--- src/rtl/fifo_test_pkg.sv ---
// -----------------------------------------------------------------------------
// fifo_test_pkg
//   Definitions shared by the FIFO test-pattern writer and reader stages:
//   the state encoding both ends report on their debug taps, the packet
//   header bytes and the width of lengths and counters.
// -----------------------------------------------------------------------------
package fifo_test_pkg;

   localparam int         LEN_W = 12;
   localparam logic [7:0] HEAD0 = 8'h55;
   localparam logic [7:0] HEAD1 = 8'hAA;

   // Encoding is shared with the writer stage; encoding 1 is unused.
   typedef enum logic [1:0] {
      IDLE = 2'd0,
      WORK = 2'd2,
      LAST = 2'd3
   } state_t;

endpackage

--- src/rtl/fifo_pattern_gen.sv ---
// -----------------------------------------------------------------------------
// fifo_pattern_gen
//   Combinational definition of the test packet: byte index -> expected byte.
//   Index 0 and 1 carry the header, every later index carries its own low
//   eight bits (so payloads longer than 256 bytes wrap).
//
// Ports:
//   idx       in  LEN_W  byte index within the packet
//   exp_byte  out 8      expected byte at that index
// -----------------------------------------------------------------------------
module fifo_pattern_gen #(
   parameter int         LEN_W = fifo_test_pkg::LEN_W,
   parameter logic [7:0] HEAD0 = fifo_test_pkg::HEAD0,
   parameter logic [7:0] HEAD1 = fifo_test_pkg::HEAD1
) (
   input  logic [LEN_W-1:0] idx,
   output logic [7:0]       exp_byte
);

   always_comb begin
      // NOTE: every output of an always_comb gets a value on every path
      // (default first) so no latch can be inferred.
      exp_byte = idx[7:0];
      if (idx == '0) begin
         exp_byte = HEAD0;
      end else if (idx == LEN_W'(1)) begin
         exp_byte = HEAD1;
      end
   end

endmodule

--- src/rtl/fifo_read_check.sv ---
// -----------------------------------------------------------------------------
// fifo_read_check
//   Reader stage of the FIFO test: on a start request drains one packet from
//   a standard (non-FWFT) FIFO and checks every byte against the test pattern.
//   Reports completion on the fs/fd handshake, a sticky mismatch flag, a
//   saturating mismatch count and debug taps.
//
// Ports:
//   clk          in   1      system clock, rising edge
//   rst_n        in   1      asynchronous active-low reset
//   fifo_rxd     in   8      FIFO read data, valid one cycle after fifo_rden
//   fifo_empty   in   1      FIFO empty flag
//   fifo_rden    out  1      FIFO read strobe
//   fs           in   1      start request (level)
//   fd           out  1      packet done (level, high in LAST)
//   data_len     in   LEN_W  packet length in bytes, sampled at start
//   err          out  1      sticky mismatch flag for the current packet
//   err_cnt      out  LEN_W  mismatching bytes, saturates at all-ones
//   state_fr     out  4      current state, zero-extended
//   fifo_num_fr  out  LEN_W  bytes received and checked so far
// -----------------------------------------------------------------------------
module fifo_read_check #(
   parameter int         LEN_W = fifo_test_pkg::LEN_W,
   parameter logic [7:0] HEAD0 = fifo_test_pkg::HEAD0,
   parameter logic [7:0] HEAD1 = fifo_test_pkg::HEAD1
) (
   input  logic             clk,
   input  logic             rst_n,
   input  logic [7:0]       fifo_rxd,
   input  logic             fifo_empty,
   output logic             fifo_rden,
   input  logic             fs,
   output logic             fd,
   input  logic [LEN_W-1:0] data_len,
   output logic             err,
   output logic [LEN_W-1:0] err_cnt,
   output logic [3:0]       state_fr,
   output logic [LEN_W-1:0] fifo_num_fr
);

   import fifo_test_pkg::*;

   state_t             state_q;
   state_t             state_d;
   logic [LEN_W-1:0]   len_r;
   logic [LEN_W-1:0]   issue_cnt;
   logic [LEN_W-1:0]   recv_cnt;
   logic               rd_vld;
   logic [7:0]         exp_byte;
   logic               last_byte;
   logic               mismatch;

   fifo_pattern_gen #(
      .LEN_W (LEN_W),
      .HEAD0 (HEAD0),
      .HEAD1 (HEAD1)
   ) u_pattern (
      .idx      (recv_cnt),
      .exp_byte (exp_byte)
   );

   // Read issue is stalled only by empty or by having requested the whole
   // packet; bytes already in flight are always checked.
   assign fifo_rden = (state_q == WORK) && !fifo_empty && (issue_cnt < len_r);

   // The final byte is checked on the same edge that moves to LAST.
   assign last_byte = rd_vld && (recv_cnt == len_r - LEN_W'(1));
   assign mismatch  = rd_vld && (fifo_rxd != exp_byte);

   always_comb begin
      state_d = state_q;
      unique case (state_q)
         IDLE: begin
            if (fs) begin
               state_d = (data_len == '0) ? LAST : WORK;
            end
         end
         WORK: begin
            if (last_byte) begin
               state_d = LAST;
            end
         end
         LAST: begin
            if (!fs) begin
               state_d = IDLE;
            end
         end
         default: state_d = IDLE;
      endcase
   end

   always_ff @(posedge clk or negedge rst_n) begin
      if (!rst_n) begin
         state_q <= IDLE;
      end else begin
         // NOTE: state registers use non-blocking assignment so every flop
         // samples pre-edge values regardless of process order.
         state_q <= state_d;
      end
   end

   always_ff @(posedge clk or negedge rst_n) begin
      if (!rst_n) begin
         len_r     <= '0;
         issue_cnt <= '0;
         recv_cnt  <= '0;
         rd_vld    <= 1'b0;
         err       <= 1'b0;
         err_cnt   <= '0;
      end else begin
         rd_vld <= fifo_rden;
         if (fifo_rden) begin
            issue_cnt <= issue_cnt + LEN_W'(1);
         end

         if (state_q == IDLE) begin
            if (fs) begin
               len_r     <= data_len;
               issue_cnt <= '0;
               recv_cnt  <= '0;
               err       <= 1'b0;
               err_cnt   <= '0;
            end
         end else if (state_q == WORK && rd_vld) begin
            recv_cnt <= recv_cnt + LEN_W'(1);
            if (mismatch) begin
               err <= 1'b1;
               if (err_cnt != '1) begin
                  err_cnt <= err_cnt + LEN_W'(1);
               end
            end
         end
      end
   end

   assign fd          = (state_q == LAST);
   assign state_fr    = {2'b00, state_q};
   assign fifo_num_fr = recv_cnt;

endmodule
--- config.mk ---
export PLATFORM = sky130hd
export DESIGN_NAME = fifo_read_check
export DESIGN_NICKNAME = d
export VERILOG_FILES = /design/src/rtl/fifo_test_pkg.sv /design/src/rtl/fifo_pattern_gen.sv /design/src/rtl/fifo_read_check.sv
export SDC_FILE = /design/constraint.sdc
export NUM_CORES = 1
export LEC_CHECK = 0
export BUFFER_PORTS_ARGS = -buffer_cell sky130_fd_sc_hd__buf_2
export CAP_MARGIN = 15
export CORE_MARGIN = 1
export CORE_UTILIZATION = 45
export DETAILED_ROUTE_END_ITERATION = 10
export PLACE_DENSITY_LB_ADDON = 0.2
export SETUP_SLACK_MARGIN = 0.02
export SYNTH_ARGS = -nofsm -noshare
export SYNTH_HDL_FRONTEND = slang
export SYNTH_SLANG_ARGS = --single-unit
--- constraint.sdc ---
create_clock -name clk -period 3.4 [get_ports clk]
set_input_delay 0.68 -clock clk [delete_from_list [all_inputs] [get_ports clk]]
set_output_delay 0.68 -clock clk [all_outputs]
set_load 0.005 [all_outputs]
==> flow_metrics.py, run 1 <==
metrics = {
    "grt": {
        "grt_pass1_vias": 3084,
        "grt_pass1_wl_mm": 14.3,
        "grt_max_degree": 55,
        "grt.total_usage_pct": 21.2,
        "grt_overflow": 0,
        "antenna_found_initial": 0,
    },
    "setup_path": {
        "crit_chain": "inv_1 > ha_1 > a21o_1 > a21o_1 > a2111oi_4 > o211ai_4 > and2_4 > inv_1 > buf_2",
        "required_ns": 2.72,
        "end_kind": "output port",
        "crit_path_max_fanout": 11,
        "cpPeakStageDelay_ns": 0.40,
        "crit_path_top_delay_cell": "dfrtp_1",
        "arrival_ns": 2.52,
        "start_kind": "flip-flop",
        "crit_type": "flip-flop to output port",
        "crit_family": "compound AO/OA/AOI/OAI gates",
        "crit_buf_inv": 3,
    },
    "sta": {
        "slew_viol_final": 0,
        "fin_crit_ns": 3.20,
        "hold_viol": 0,
        "worst_slew_pin_slew_ns": 0.747,
        "setup_tns_ns": 0,
        "finalWorstSetupSlack_ns": 0.204,
        "setup_viol": 0,
        "fmax_mhz": 313,
        "slew_headroom_pct": 49.8,
        "final.period_utilization_pct": 94.0,
        "rsz0062_at_grt": "false",
        "fin_skew_ns": 0.0128,
        "timing.hold.ws_ns": 0.390,
    },
    "die": {
        "start_util_pct": 46.7,
        "core_region_area_um2": 7770,
        "fp-row-count": 32,
        "pin_count": 55,
        "die_x_um": 91.8,
        "die_area_um2": 8420,
        "die_h_um": 91.8,
    },
    "route": {
        "ant_nets": 0,
        "detail_route.iter0.violations": 131,
        "drcViolationCount": 0,
        "num_vias": 3161,
        "drt-vias-per-instance": 5.66,
        "drtPass1Iterations": 4,
        "wl_per_cell_um": 15.3,
        "wirelength_mm": 8.51,
    },
    "cells_and_area": {
        "design_area_um2": 4040,
        "layout-drive-gt1-share_pct": 19.1,
        "synthToLayoutAreaGrowth_pct": 11.5,
        "num_antenna_cells": 0,
        "nNetsFinal": 496,
        "final_cell_mix": "52 x dfrtp_1, 52 x buf_2, 36 x nand2_1, 29 x inv_1, 29 x nor2_1",
    },
    "synth": {
        "postSynthCellCount": 412,
        "synth_seq_cells": 52,
        "synth_xor_area_share_pct": 8.46,
        "synth_sequential_area_ratio_pct": 35.9,
        "yosys_warnings": 0,
        "synthAdderAreaFrac_pct": 6.14,
        "ys.flop_type": "dfrtp_1",
        "synth_compound_area_share_pct": 17.7,
        "synth_mux_area_share_pct": 1.45,
        "yosysUniqueCellTypes": 66,
        "synth_area_um2": 3620,
        "synth_area_per_cell_um2": 8.80,
        "synthSimpleGateAreaFrac_pct": 24.4,
        "synth_top_family_by_area": "simple AND/OR/NAND/NOR gates",
        "async_reset_ff_share_pct": 100,
        "synth_edf_count": 0,
    },
    "clock_tree": {
        "postCtsSetupRepairBufs": 0,
        "cts_hold_buffers": 0,
        "clk_pin_slew_ns": 0.10,
        "cts_tree": "done",
        "cts-root-buf": "clkbuf_8",
        "cts_buffer_depth": 2,
        "cts_made_buffers": 5,
        "numClockSinks": 52,
        "htree_levels": 2,
        "worstSkewPairLatency_ns": 0.32,
    },
    "place": {
        "placed_area_um2": 3940,
        "hpwlAfterDp_mm": 6.42,
        "gp_congestion": 0.838,
        "dpl_worst_slack_ns": 0.493,
        "io_buffers": 52,
    },
    "power_and_ir_drop": {
        "p_leak_nw": 1.83,
        "finalPower_w": 0.00259,
        "ir_drop_mv": 0.244,
        "p_per_area_nw_per_um2": 640,
    },
    "status": {
        "status": "finished, final reports clean",
    },
    "run": {
        "drv_cap": 0,
    },
    "min_path": {
        "hp-class": "input port to asynchronous set/reset pin",
    },
}
worst paths after layout:
check	from	to	slack, ns	cells past startpoint
max	len_r[5]	fifo_rden	0.20	9
min	rst_n	len_r[7]	0.39	1
max reg2reg	len_r[5]	issue_cnt[11]	0.72	9
min reg2reg	err	err	0.53	1
max in group asynchronous	rst_n	fifo_num_fr[1]	2.23	2
min in group clk	err	err	0.53	1
stage by stage:
stage / utilization, % / std cells
after floorplan: - / 413
after global placement: 50.7 / 550
after detailed placement: 50.7 / 550
after CTS: 51.9 / 558
after global routing: 52.0 / 558
final: 52.0 / 558
power by group:
part	switching [W]	internal, W
combinational	0.000622	0.000520
sequential	0.000289	0.000785
clock	0.000223	0.000148
total	0.00113	0.00145
routing by layer:
metal	up-vias	share of wire, %	GRT usage, %
met5	-	0	0
met4	0	1.2	5.86
met3	11	3.7	3.32
met2	59	48	34.8
met1	1516	47	29.1
li1	1575	-	-
flip-flops by register name, indices dropped and copies added, names as in the netlist:
signal,count
state_q,2
fifo_num_fr,12
issue_cnt,12
len_r,12
err_cnt,12
rd_vld,1
err,1
cells by family after synthesis:
family / count (synthesis)
flip-flops: 52
XOR/XNOR: 35
adder cells (fa/ha/maj): 18
buffers and inverters: 50
other: 1
AND/OR/NAND/NOR: 158
multiplexers: 5
AO/OA/AOI/OAI: 93
what timing repair did:
action                     CTS  global route
setup endpoints to repair    0             1
gates resized for setup      0             1
hold endpoints to repair     0             0
final cells by class:
cell class                      count  area [um^2]
Timing Repair Buffer               54          275
Tap cell                          102          128
Inverter                           31          116
Multi-Input combinational cell    311         2130
Fill cell                         760         3730
Sequential cell                    52         1300
Clock inverter                      3         22.5
Clock buffer                        5         68.8
synth_stat cells (all sizes together), types with 12 or more instances:
cell type	instances	area, um^2
a21oi	22	129
clkbuf	12	45.0
dfrtp	52	1300
ha	17	213
inv	31	116
nand2	37	141
nand3	17	85.1
nand4	24	180
nor2	30	120
o21ai	30	150
xnor2	20	175
xor2	15	131
Note: power is estimated with default switching activity, not from simulation.
==> run 2, diff against run 1 <==
--- a/config.mk
+++ b/config.mk
@@ -10,6 +10,7 @@
 export CORE_MARGIN = 1
 export CORE_UTILIZATION = 45
 export DETAILED_ROUTE_END_ITERATION = 10
+export MAX_ROUTING_LAYER = met4
 export PLACE_DENSITY_LB_ADDON = 0.2
 export SETUP_SLACK_MARGIN = 0.02
 export SYNTH_ARGS = -nofsm -noshare
==> run 2 against run 1 <==
Compared with the run above:
- critical path depth stayed put
- largest power group unchanged
- flip-flop and latch count did not move
- die area is the same
- fmax hardly changed
- count of clock-buffer cells in the layout is the same
- critical endpoint unchanged
==> flow_metrics.py, run 2 (synthesis gave the netlist of run 1 again) <==
metrics = {
    "setup_path": {
        "crit_path_max_fanout": 11,
        "worstReg2RegEnd": "issue_cnt[11]",
        "cpPeakStageDelay_ns": 0.40,
        "required_ns": 2.72,
        "reg2regPathDepth": 9,
        "start_kind": "flip-flop",
        "crit_type": "flip-flop to output port",
        "arrival_ns": 2.51,
        "crit_chain": "inv_1 > ha_1 > a21o_1 > a21o_1 > a2111oi_4 > o211ai_4 > and2_4 > inv_1 > buf_2",
        "end_kind": "output port",
        "r2r_slack_ns": 0.71,
        "crit_path_top_delay_cell": "dfrtp_1",
        "rr_startpoint": "len_r[5]",
    },
    "clock_tree": {
        "clk_pin_slew_ns": 0.10,
        "cts_tree": "done",
        "worstSkewPairLatency_ns": 0.32,
        "cts_made_buffers": 5,
        "cts_resized": 0,
        "cts_hold_buffers": 0,
        "cts-root-buf": "clkbuf_8",
        "cts_buffer_depth": 2,
        "numClockSinks": 52,
        "htree_levels": 2,
        "postCtsSetupRepairBufs": 0,
    },
    "power_and_ir_drop": {
        "p_per_area_nw_per_um2": 641,
        "p_leak_nw": 1.83,
        "ir_drop_mv": 0.245,
    },
    "grt": {
        "antenna_found_initial": 0,
        "grt_max_degree": 55,
        "grt_overflow": 0,
        "grt_pass1_wl_mm": 14.3,
        "grt_pass1_vias": 3083,
        "grt.total_usage_pct": 21.9,
    },
    "die": {
        "pin_count": 55,
        "die_x_um": 91.8,
        "die_h_um": 91.8,
        "die_area_um2": 8420,
        "fp-row-count": 32,
        "core_region_area_um2": 7770,
        "start_util_pct": 46.7,
    },
    "cells_and_area": {
        "num_antenna_cells": 0,
        "nNetsFinal": 496,
        "design_area_um2": 4040,
        "layout-drive-gt1-share_pct": 19.1,
        "final_cell_mix": "52 x dfrtp_1, 52 x buf_2, 36 x nand2_1, 29 x inv_1, 29 x nor2_1",
        "synthToLayoutAreaGrowth_pct": 11.5,
        "final_core_util_pct": 52.0,
    },
    "sta": {
        "setup_viol": 0,
        "fin_skew_ns": 0.0133,
        "fmax_mhz": 313,
        "worst_slew_pin_slew_ns": 0.762,
        "slew_viol_final": 0,
        "timing.hold.ws_ns": 0.392,
        "setup_tns_ns": 0,
        "slew_headroom_pct": 48.8,
        "rsz0062_at_grt": "false",
        "fin_crit_ns": 3.19,
        "final.period_utilization_pct": 93.9,
        "hold_viol": 0,
    },
    "run": {
        "drv_cap": 0,
    },
    "route": {
        "drt-vias-per-instance": 5.67,
        "detail_route.iter0.violations": 144,
        "drtPass1Iterations": 4,
        "wl_per_cell_um": 15.4,
        "ant_nets": 0,
        "num_vias": 3163,
        "drcViolationCount": 0,
        "wirelength_mm": 8.58,
    },
    "min_path": {
        "hp-class": "input port to asynchronous set/reset pin",
    },
    "place": {
        "gp_congestion": 0.851,
        "io_buffers": 52,
        "placed_area_um2": 3940,
        "hpwlAfterDp_mm": 6.42,
    },
    "status": {
        "status": "finished, final reports clean",
    },
}
-- run 2: layout make-up --
type | count | area [um^2]
sequential | 52 | 1300
multi-input combinational | 311 | 2130
timing repair buffer | 54 | 275
tap | 102 | 128
clock buffer | 5 | 68.8
fill | 760 | 3730
clock inverter | 3 | 22.5
inverter | 31 | 116
-- run 2: where the power goes --
part           internal [W]  switching (W)  total [W]
Combinational      0.000520       0.000624    0.00114
Clock              0.000148       0.000223   0.000371
Sequential         0.000785       0.000290    0.00107
-- run 2: worst max-delay path: cells and delay by family, from the launching register on --
| kind | cells | cell delay (ns) |
|---|---|---|
| fa+ha+maj | 1 | 0.31 |
| compound gates | 4 | 0.92 |
| simple gates | 1 | 0.20 |
| buf+inv | 3 | 0.37 |
| flops | 1 | 0.40 |
-- run 2: how the worst max path moves through the flow --
| stage | start | end | slack (ns) |
|---|---|---|---|
| after floorplan | len_r[5] | fifo_rden | 0.66 |
| after global placement | len_r[5] | fifo_rden | 0.55 |
| after detailed placement | len_r[5] | fifo_rden | 0.49 |
| after CTS | len_r[5] | fifo_rden | 0.15 |
| after global routing | len_r[5] | fifo_rden | 0.08 |
| final | len_r[5] | fifo_rden | 0.21 |
-- run 2: layer usage --
metal  vias to the layer above  routed length [um]  GRT usage [%]
li1                       1572                   -              -
met1                      1515                4000           29.2
met2                        65                4130           34.8
met3                        11                 351           3.32
met4                         0                 105           5.86
met5                         -                   0              -
-- run 2: per-stage QoR --
| stage | total power (W) | worst slack [ns] | instances |
|---|---|---|---|
| finish | 0.00259 | 0.207 | 558 |
| global route | 0.00281 | 0.0824 | 558 |
| CTS | 0.00259 | 0.155 | 558 |
| detailed placement | 0.00221 | 0.493 | 550 |
| global placement | 0.00218 | 0.550 | 550 |
| floorplan | 0.00189 | 0.656 | 413 |
==> run 3, diff against run 2 <==
--- a/config.mk
+++ b/config.mk
@@ -11,7 +11,7 @@
 export CORE_UTILIZATION = 45
 export DETAILED_ROUTE_END_ITERATION = 10
 export MAX_ROUTING_LAYER = met4
-export PLACE_DENSITY_LB_ADDON = 0.2
+export PLACE_DENSITY = 0.7
 export SETUP_SLACK_MARGIN = 0.02
 export SYNTH_ARGS = -nofsm -noshare
 export SYNTH_HDL_FRONTEND = slang
==> run 3 against run 2 <==
Compared with the run above:
- setup slack worse by 0.037 ns
- register-to-register slack worse by 0.04 ns
- non-clock buffer count is 1 higher
- highest routed layer unchanged
- flip-flop and latch count stayed put
- die area stayed put
- largest cell class unchanged
- critical path type unchanged
==> flow_metrics.py, run 3 (synthesis gave the netlist of run 1 again) <==
metrics = {
    "sta": {
        "worst_slew_pin_slew_ns": 0.789,
        "fin_crit_ns": 3.23,
        "final.period_utilization_pct": 95.0,
        "timing.hold.ws_ns": 0.478,
        "fmax_mhz": 310,
        "setup_viol": 0,
        "rsz0062_at_grt": "false",
        "slew_headroom_pct": 47.0,
        "slew_viol_final": 0,
        "fin_skew_ns": 0.0124,
        "setup_tns_ns": 0,
        "hold_viol": 0,
    },
    "clock_tree": {
        "postCtsSetupRepairBufs": 0,
        "numClockSinks": 52,
        "cts_hold_buffers": 0,
        "clk_pin_slew_ns": 0.10,
        "cts_tree": "done",
        "cts_resized": 0,
        "cts-root-buf": "clkbuf_8",
        "cts_buffer_depth": 2,
        "worstSkewPairLatency_ns": 0.31,
        "cts_made_buffers": 5,
        "htree_levels": 2,
    },
    "route": {
        "num_vias": 3185,
        "detail_route.iter0.violations": 120,
        "drcViolationCount": 0,
        "wl_per_cell_um": 15.1,
        "drt-vias-per-instance": 5.70,
        "ant_nets": 0,
        "wirelength_mm": 8.41,
        "drtPass1Iterations": 4,
    },
    "setup_path": {
        "start_kind": "flip-flop",
        "crit_type": "flip-flop to output port",
        "required_ns": 2.72,
        "arrival_ns": 2.55,
        "reg2regPathDepth": 9,
        "crit_path_top_delay_cell": "a2111oi_2",
        "crit_chain": "inv_1 > ha_1 > a21o_1 > a21o_1 > a2111oi_2 > o211ai_4 > and2_4 > inv_1 > buf_2",
        "end_kind": "output port",
        "crit_path_max_fanout": 11,
        "cpPeakStageDelay_ns": 0.46,
    },
    "grt": {
        "grt_pass1_wl_mm": 14.3,
        "grt_pass1_vias": 3014,
        "grt_max_degree": 55,
        "grt_overflow": 0,
        "grt.total_usage_pct": 21.7,
        "antenna_found_initial": 0,
    },
    "power_and_ir_drop": {
        "p_per_area_nw_per_um2": 638,
        "finalPower_w": 0.00258,
        "p_leak_nw": 1.83,
        "ir_drop_mv": 0.372,
    },
    "place": {
        "io_buffers": 52,
        "hpwlAfterDp_mm": 6.30,
        "placed_area_um2": 3940,
        "gp_congestion": 0.842,
    },
    "die": {
        "die_x_um": 91.8,
        "core_region_area_um2": 7770,
        "start_util_pct": 46.7,
        "fp-row-count": 32,
        "die_h_um": 91.8,
        "die_area_um2": 8420,
        "pin_count": 55,
    },
    "cells_and_area": {
        "num_antenna_cells": 0,
        "nNetsFinal": 497,
        "fill_cells": 773,
        "seqCellArea_um2": 1300,
        "final_cell_mix": "52 x dfrtp_1, 52 x buf_2, 36 x nand2_1, 29 x inv_1, 29 x nor2_1",
        "multi_input_area_um2": 2120,
        "synthToLayoutAreaGrowth_pct": 11.3,
        "design_area_um2": 4030,
        "layout-drive-gt1-share_pct": 18.8,
    },
    "status": {
        "status": "finished, final reports clean",
    },
    "min_path": {
        "hp-class": "input port to asynchronous set/reset pin",
    },
    "run": {
        "drv_cap": 0,
    },
}
[run 3: cell count changes in the layout (fill, tap and decap cells not counted)]
cell       before  now
a2111oi_2       0    1
a2111oi_4       1    0
buf_4           2    3
clkbuf_1        0    2
clkbuf_8        5    6
clkinv_2        1    0
clkinv_4        1    0
inv_6           1    0
[run 3: report_power, final]
group | switching, W | internal (W) | total (W) | leakage (nW)
sequential | 0.000265 | 0.000785 | 0.00105 | 0.648
combinational | 0.000636 | 0.000521 | 0.00116 | 1.13
clock | 0.000200 | 0.000167 | 0.000367 | 0.0455
total | 0.00110 | 0.00147 | 0.00258 | 1.83
[run 3: path summary, 6_finish.rpt]
kind,start,end,slack (ns)
max,len_r[5],fifo_rden,0.17
min,rst_n,err_cnt[4],0.48
max reg2reg,len_r[5],issue_cnt[11],0.67
min reg2reg,err,err,0.55
max in group asynchronous,rst_n,issue_cnt[4],2.48
min in group clk,err,err,0.55
[run 3: per-stage QoR]
| step | setup slack, ns | cells | util [%] |
|---|---|---|---|
| after floorplan | 0.656 | 413 | - |
| after global placement | 0.561 | 551 | 50.8 |
| after detailed placement | 0.512 | 551 | 50.8 |
| after CTS | 0.165 | 559 | 51.9 |
| after global routing | 0.0233 | 559 | 51.9 |
| final | 0.169 | 559 | 51.9 |
[run 3: final cells by class]
cell class / count / area share (%)
tap: 102 / 3.16
timing repair buffer: 55 / 7.01
clock buffer: 8 / 2.23
sequential: 52 / 32.3
multi-input combinational: 311 / 52.5
inverter: 31 / 2.88
[run 3: worst max-delay path: cells and delay by family, from the launching register on]
family                   cells  cell delay [ns]
AO/OA/AOI/OAI                4             0.96
flip-flops                   1             0.40
buffers and inverters        3             0.36
adder cells (fa/ha/maj)      1             0.32
AND/OR/NAND/NOR              1             0.20
[run 3: metal layers]
metal  vias to the layer above  track usage [%]  wire length, um
li1                       1569                -                -
met1                      1566             28.5             4130
met2                        44             36.3             4030
met3                         6             2.99              194
met4                         0             4.04               61
met5                         -                -                0
